--- src/rtl/disp_scroll_ctrl.sv ---
// Scroll sequencer feeding the four digit patterns of disp_mux from a message buffer.
// Optional macro DISP_SCROLL_PAUSE_EN adds a `pause` input that freezes scrolling.
module disp_scroll_ctrl #(
  parameter int         TICK_DIV = 25_000_000,
  parameter int         DEPTH    = 16,
  parameter logic [7:0] BLANK    = 8'hFF
) (
  input  logic                   clk,
  input  logic                   reset,
  input  logic                   wr_en,
  input  logic [7:0]             wr_data,
  input  logic                   clr,
  input  logic                   start,
  input  logic                   stop,
  input  logic                   loop,
`ifdef DISP_SCROLL_PAUSE_EN
  input  logic                   pause,
`endif
  output logic [7:0]             in0,
  output logic [7:0]             in1,
  output logic [7:0]             in2,
  output logic [7:0]             in3,
  output logic [$clog2(DEPTH):0] len,
  output logic                   full,
  output logic                   busy,
  output logic                   done
);

  localparam int AW = $clog2(DEPTH);
  localparam int LW = AW + 1;
  localparam int CW = $clog2(TICK_DIV);
  localparam logic [CW-1:0] TICK_LAST = CW'(TICK_DIV - 1);
  localparam logic [LW-1:0] LEN_FULL  = LW'(DEPTH);

  typedef enum logic [1:0] {ST_IDLE = 2'd0, ST_FEED = 2'd1, ST_FLUSH = 2'd2} state_t;

  state_t          state_r, state_s;
  logic [LW-1:0]   len_r;
  logic [AW-1:0]   rd_ptr_r;
  logic [CW-1:0]   tick_r;
  logic [1:0]      flush_r;
  logic [7:0]      buf_r [DEPTH];
  logic [7:0]      in0_r, in1_r, in2_r, in3_r;
  logic            busy_r, done_r;

  logic            idle_s, run_s, pause_s, halt_s;
  logic            wr_ok_s, start_ok_s, step_s;
  logic            last_feed_s, last_flush_s, done_s;
  logic [LW-1:0]   len_post_s;
  logic [7:0]      src_s;

`ifdef DISP_SCROLL_PAUSE_EN
  assign pause_s = pause;
`else
  assign pause_s = 1'b0;
`endif

  // Command qualification and step decode
  always_comb begin
    idle_s       = (state_r == ST_IDLE);
    run_s        = !idle_s;
    halt_s       = run_s && stop;
    wr_ok_s      = idle_s && wr_en && !clr && (len_r != LEN_FULL);
    len_post_s   = wr_ok_s ? (len_r + LW'(1)) : len_r;
    start_ok_s   = idle_s && start && !clr && (len_post_s != {LW{1'b0}});
    step_s       = run_s && !stop && !pause_s && (tick_r == TICK_LAST);
    last_feed_s  = (state_r == ST_FEED) && ({1'b0, rd_ptr_r} == (len_r - LW'(1)));
    last_flush_s = (state_r == ST_FLUSH) && (flush_r == 2'd3);
    src_s        = (state_r == ST_FEED) ? buf_r[rd_ptr_r] : BLANK;
    done_s       = step_s && last_flush_s && !loop;
  end

  // Next-state logic
  always_comb begin
    state_s = state_r;
    case (state_r)
      ST_IDLE: begin
        if (start_ok_s) state_s = ST_FEED;
        else            state_s = ST_IDLE;
      end
      ST_FEED: begin
        if (stop)                       state_s = ST_IDLE;
        else if (step_s && last_feed_s) state_s = ST_FLUSH;
        else                            state_s = ST_FEED;
      end
      ST_FLUSH: begin
        if (stop)                        state_s = ST_IDLE;
        else if (step_s && last_flush_s) state_s = loop ? ST_FEED : ST_IDLE;
        else                             state_s = ST_FLUSH;
      end
      default: state_s = ST_IDLE;
    endcase
  end

  // Message storage; contents need no reset
  always_ff @(posedge clk) begin
    if (wr_ok_s) buf_r[len_r[AW-1:0]] <= wr_data;
  end

  // Control state, step timing and the digit shift register
  always_ff @(posedge clk) begin
    if (reset) begin
      state_r  <= ST_IDLE;
      busy_r   <= 1'b0;
      done_r   <= 1'b0;
      len_r    <= {LW{1'b0}};
      rd_ptr_r <= {AW{1'b0}};
      tick_r   <= {CW{1'b0}};
      flush_r  <= 2'd0;
      in0_r    <= BLANK;
      in1_r    <= BLANK;
      in2_r    <= BLANK;
      in3_r    <= BLANK;
    end else begin
      state_r <= state_s;
      busy_r  <= (state_s != ST_IDLE);
      done_r  <= done_s;

      if (idle_s && clr)  len_r <= {LW{1'b0}};
      else if (wr_ok_s)   len_r <= len_r + LW'(1);

      if (start_ok_s || halt_s) begin
        tick_r   <= {CW{1'b0}};
        rd_ptr_r <= {AW{1'b0}};
        flush_r  <= 2'd0;
      end else if (run_s && !pause_s) begin
        tick_r <= (tick_r == TICK_LAST) ? {CW{1'b0}} : (tick_r + CW'(1));
        if (step_s) begin
          // Leaving FEED or restarting from FLUSH both rewind the read pointer
          if (state_r == ST_FEED) begin
            rd_ptr_r <= last_feed_s ? {AW{1'b0}} : (rd_ptr_r + AW'(1));
            flush_r  <= 2'd0;
          end else begin
            rd_ptr_r <= {AW{1'b0}};
            flush_r  <= flush_r + 2'd1;
          end
        end
      end

      if (idle_s && clr) begin
        in0_r <= BLANK;
        in1_r <= BLANK;
        in2_r <= BLANK;
        in3_r <= BLANK;
      end else if (step_s) begin
        in3_r <= in2_r;
        in2_r <= in1_r;
        in1_r <= in0_r;
        in0_r <= src_s;
      end
    end
  end

  assign in0  = in0_r;
  assign in1  = in1_r;
  assign in2  = in2_r;
  assign in3  = in3_r;
  assign len  = len_r;
  assign full = (len_r == LEN_FULL);
  assign busy = busy_r;
  assign done = done_r;

endmodule

--- config.mk ---
export PLATFORM = sky130hd
export DESIGN_NAME = disp_scroll_ctrl
export DESIGN_NICKNAME = d
export VERILOG_FILES = /design/src/rtl/disp_scroll_ctrl.sv
export SDC_FILE = /design/constraint.sdc
export NUM_CORES = 1
export LEC_CHECK = 0
export ABC_CLOCK_PERIOD_IN_PS = 7200
export CAP_MARGIN = 10
export CORE_ASPECT_RATIO = 1.1
export CORE_UTILIZATION = 48
export CTS_CLUSTER_SIZE = 12
export DETAILED_ROUTE_END_ITERATION = 6
export MAX_ROUTING_LAYER = met4
export PLACE_DENSITY = 0.77
export SKIP_LAST_GASP = 1
export SLEW_MARGIN = 40
export SYNTH_ARGS = -nofsm -noshare
export SYNTH_HDL_FRONTEND = slang
export SYNTH_SLANG_ARGS = --single-unit
--- constraint.sdc ---
create_clock -name clk -period 7.2 [get_ports clk]
set_clock_uncertainty 0.05 [all_clocks]
set_input_delay 1.08 -clock clk [delete_from_list [all_inputs] [get_ports clk]]
set_output_delay 1.08 -clock clk [all_outputs]
set_load 0.1 [all_outputs]
==> results.yml <==
outcome:
  outcome: "finished, final reports clean"
worst_setup_path:
  cp-start-kind: "flip-flop"
  r2r_slack_ns: 4.45
  endpoint_kind: "primary output"
  critPathKind: "flip-flop to primary output"
  cp.arrival_ns: 2.39
  critical_path.max_fanout: 14
  cp.required_ns: 6.07
pwr:
  switching_power_mw: 0.4672
  vdd_drop_max_mv: 0.1696
  pwr-share-seq: 0.530
  p_int_mw: 1.884
  p_comb_frac: 0.024
  p_per_area_nw_per_um2: 242.1
  p_sw_frac: 0.1987
  p_leak_nw: 3.231
  power_frac_clock: 0.446
sta:
  rsz0062_at_grt: "false"
  max-slew-margin-rel: 0.4600
  setup_viol: 0
  fin_crit_sh: 0.4894
  setup_tns_ns: 0
  period_needed_ns: 3.524
  finalHoldViolCount: 0
  hold_slack_ns: 0.4052
  max_freq_mhz: 283.8
  slew_viol_final: 0
  worst_pin_slew_ns: 0.8070
drt:
  firstDrtPassIters: 5
  ant_nets: 0
  drcViolationCount: 0
  wirelength_mm: 17.35
  vias_per_cell: 5.693
  vias: 5306
  drt_iter0_markers: 391
  avgRoutedWirePerCell_um: 18.62
clocking:
  numCtsBuffers: 22
  clockBufferDepth: 3
  post_cts_buffers: 0
  htree_num_levels: 1
  cts_tree: "yes"
  insertion_delay_ns: 0.50
  postCtsHoldBufs: 0
  cts_root_buf: "clkbuf_16"
  cts.clk_slew.worst_paths_ns: 0.06
  post_cts_resized: 0
  numClockSinks: 204
final_layout:
  multiInputGateArea_sq_um: 2903
  fillers: 1391
  drive_gt1_frac: 0.2020
  seqCellArea_sq_um: 5366
  nNetsFinal: 705
  layout.cells.non_filler: 932
  antenna_cells: 0
  area_growth_pct: 15.01
grt:
  antenna_found_initial: 0
  grt_pass1_vias: 5222
  grt_overflow_total: 0
  grt_max_degree: 37
  grt_pass1_wl_mm: 27.77
  grt_usage: 0.2034
floorplan:
  ios: 55
  start_util: 0.4925
  die_h_um: 141.1
  core_sq_um: 17140
  dieArea_sq_um: 18120
  rows: 50
  dieWidth_um: 128.4
synthesis:
  synth_fp_nets: 652
  synth_edf_count: 128
  synth_flop_cell: "edfxtp_1"
  synth_seq_cells: 204
  synth-async-reset-ratio: 0
  ys_warn_count: 0
  seq_area_frac_synth: 0.6355
  syn_area_per_cell_sq_um: 13.42
  synthesis.area_sq_um: 8442
  synthCells: 629
  yosysUniqueCellTypes: 57
min_path:
  min_path_type: "flip-flop to flip-flop"
place:
  place_hpwl_mm: 11.31
  place_inst: 892
  finalWeightedCongestion: 0.8528
  portBuffers: 54
job:
  drv_cap: 0
[flip-flops by register name (all words and copies together) (netlist names), named ones only]
| name | flops |
|---|---|
| buf_r | 128 |
| tick_r | 25 |
| in0 | 8 |
| in1 | 8 |
| in2 | 8 |
| in3 | 8 |
| len | 5 |
| rd_ptr_r | 4 |
| flush_r | 2 |
| state_r | 2 |
| busy | 1 |
| done | 1 |
[per-stage QoR]
stage	util	power [mW]	setup slack [ns]	instance area (sq um)
global route	0.5664	2.425	3.481	9709
finish	0.5664	2.351	3.676	9709
global placement	0.5364	1.324	3.269	9194
floorplan	-	1.300	3.663	8442
CTS	0.5663	2.372	3.653	9707
detailed placement	0.5262	1.327	3.580	9020
[routing by layer]
layer / GRT usage / wire length, um
met5: - / 0
met2: 0.3422 / 8872
met3: 0.03454 / 1046
met1: 0.2528 / 7146
met4: 0.05820 / 288
[kinds of logic (layout without fill, tap and decap cells)]
kind of cell,count (synthesis),after routing,synth area share
XOR/XNOR,31,31,0.03216
AND/OR/NAND/NOR,244,244,0.1470
flip-flops,204,204,0.6355
multiplexers,41,41,0.1079
adder cells (fa/ha/maj),8,8,0.01186
AO/OA/AOI/OAI,53,53,0.04105
buffers and inverters,48,117,0.02445
[area by class of cell]
class | instances | area share
multi-input combinational | 377 | 0.2990
inverter | 14 | 0.005412
tap | 234 | 0.03015
clock buffer | 35 | 0.06701
clock inverter | 5 | 0.003737
timing repair buffer | 63 | 0.04201
sequential | 204 | 0.5527
[synthesized netlist by cell type (all sizes together) (5+ instances only)]
cell     count  area (sq um)
clkbuf      21         78.83
o2111ai      5         43.79
nand4       11         68.82
nand3       36         180.2
edfxtp     128          3844
inv         14         52.55
nor4        16         115.1
dfxtp       76          1521
xnor2       25         219.0
mux4        40         900.9
o21ai       15         75.07
xor2         6         52.55
and3         8         50.05
a21oi       13         65.06
buf         13         75.06
nor3        18         95.09
nor2        55         206.5
ha           8         100.1
or3          5         36.28
nand2       66         247.7
[power by group through the flow]
stage | registers [mW] | clock network, mW | logic [mW]
after floorplan | 1.27 | 0 | 0.0261
after global placement | 1.27 | 0 | 0.0526
after detailed placement | 1.27 | 0 | 0.0548
after CTS | 1.25 | 1.07 | 0.0553
after global routing | 1.25 | 1.12 | 0.0590
final | 1.25 | 1.05 | 0.0553
[path summary, 6_finish.rpt]
path	startpoint	end	depth (start not counted)
worst max register to register	len[0]	tick_r[17]	7
worst max-delay path	len[0]	full	4
worst min-delay path	flush_r[1]	flush_r[1]	2
worst min register to register	flush_r[1]	flush_r[1]	2
[critical path: stages, from the launching register on]
cell      delay [ns]
dfxtp_1         0.45
inv_1           0.17
ha_1            0.19
nor4bb_2        0.54
buf_2           0.55
[layout by cell type, fill, tap and decap left out, drive strengths merged, types with 15 or more instances in the layout]
cell,count
buf,49
clkbuf,35
dfxtp,76
edfxtp,128
mux4,40
nand2,66
nand3,36
nor2,55
nor3,18
nor4,16
o21ai,15
xnor2,25
No activity file was read; power rests on OpenSTA's default activity.
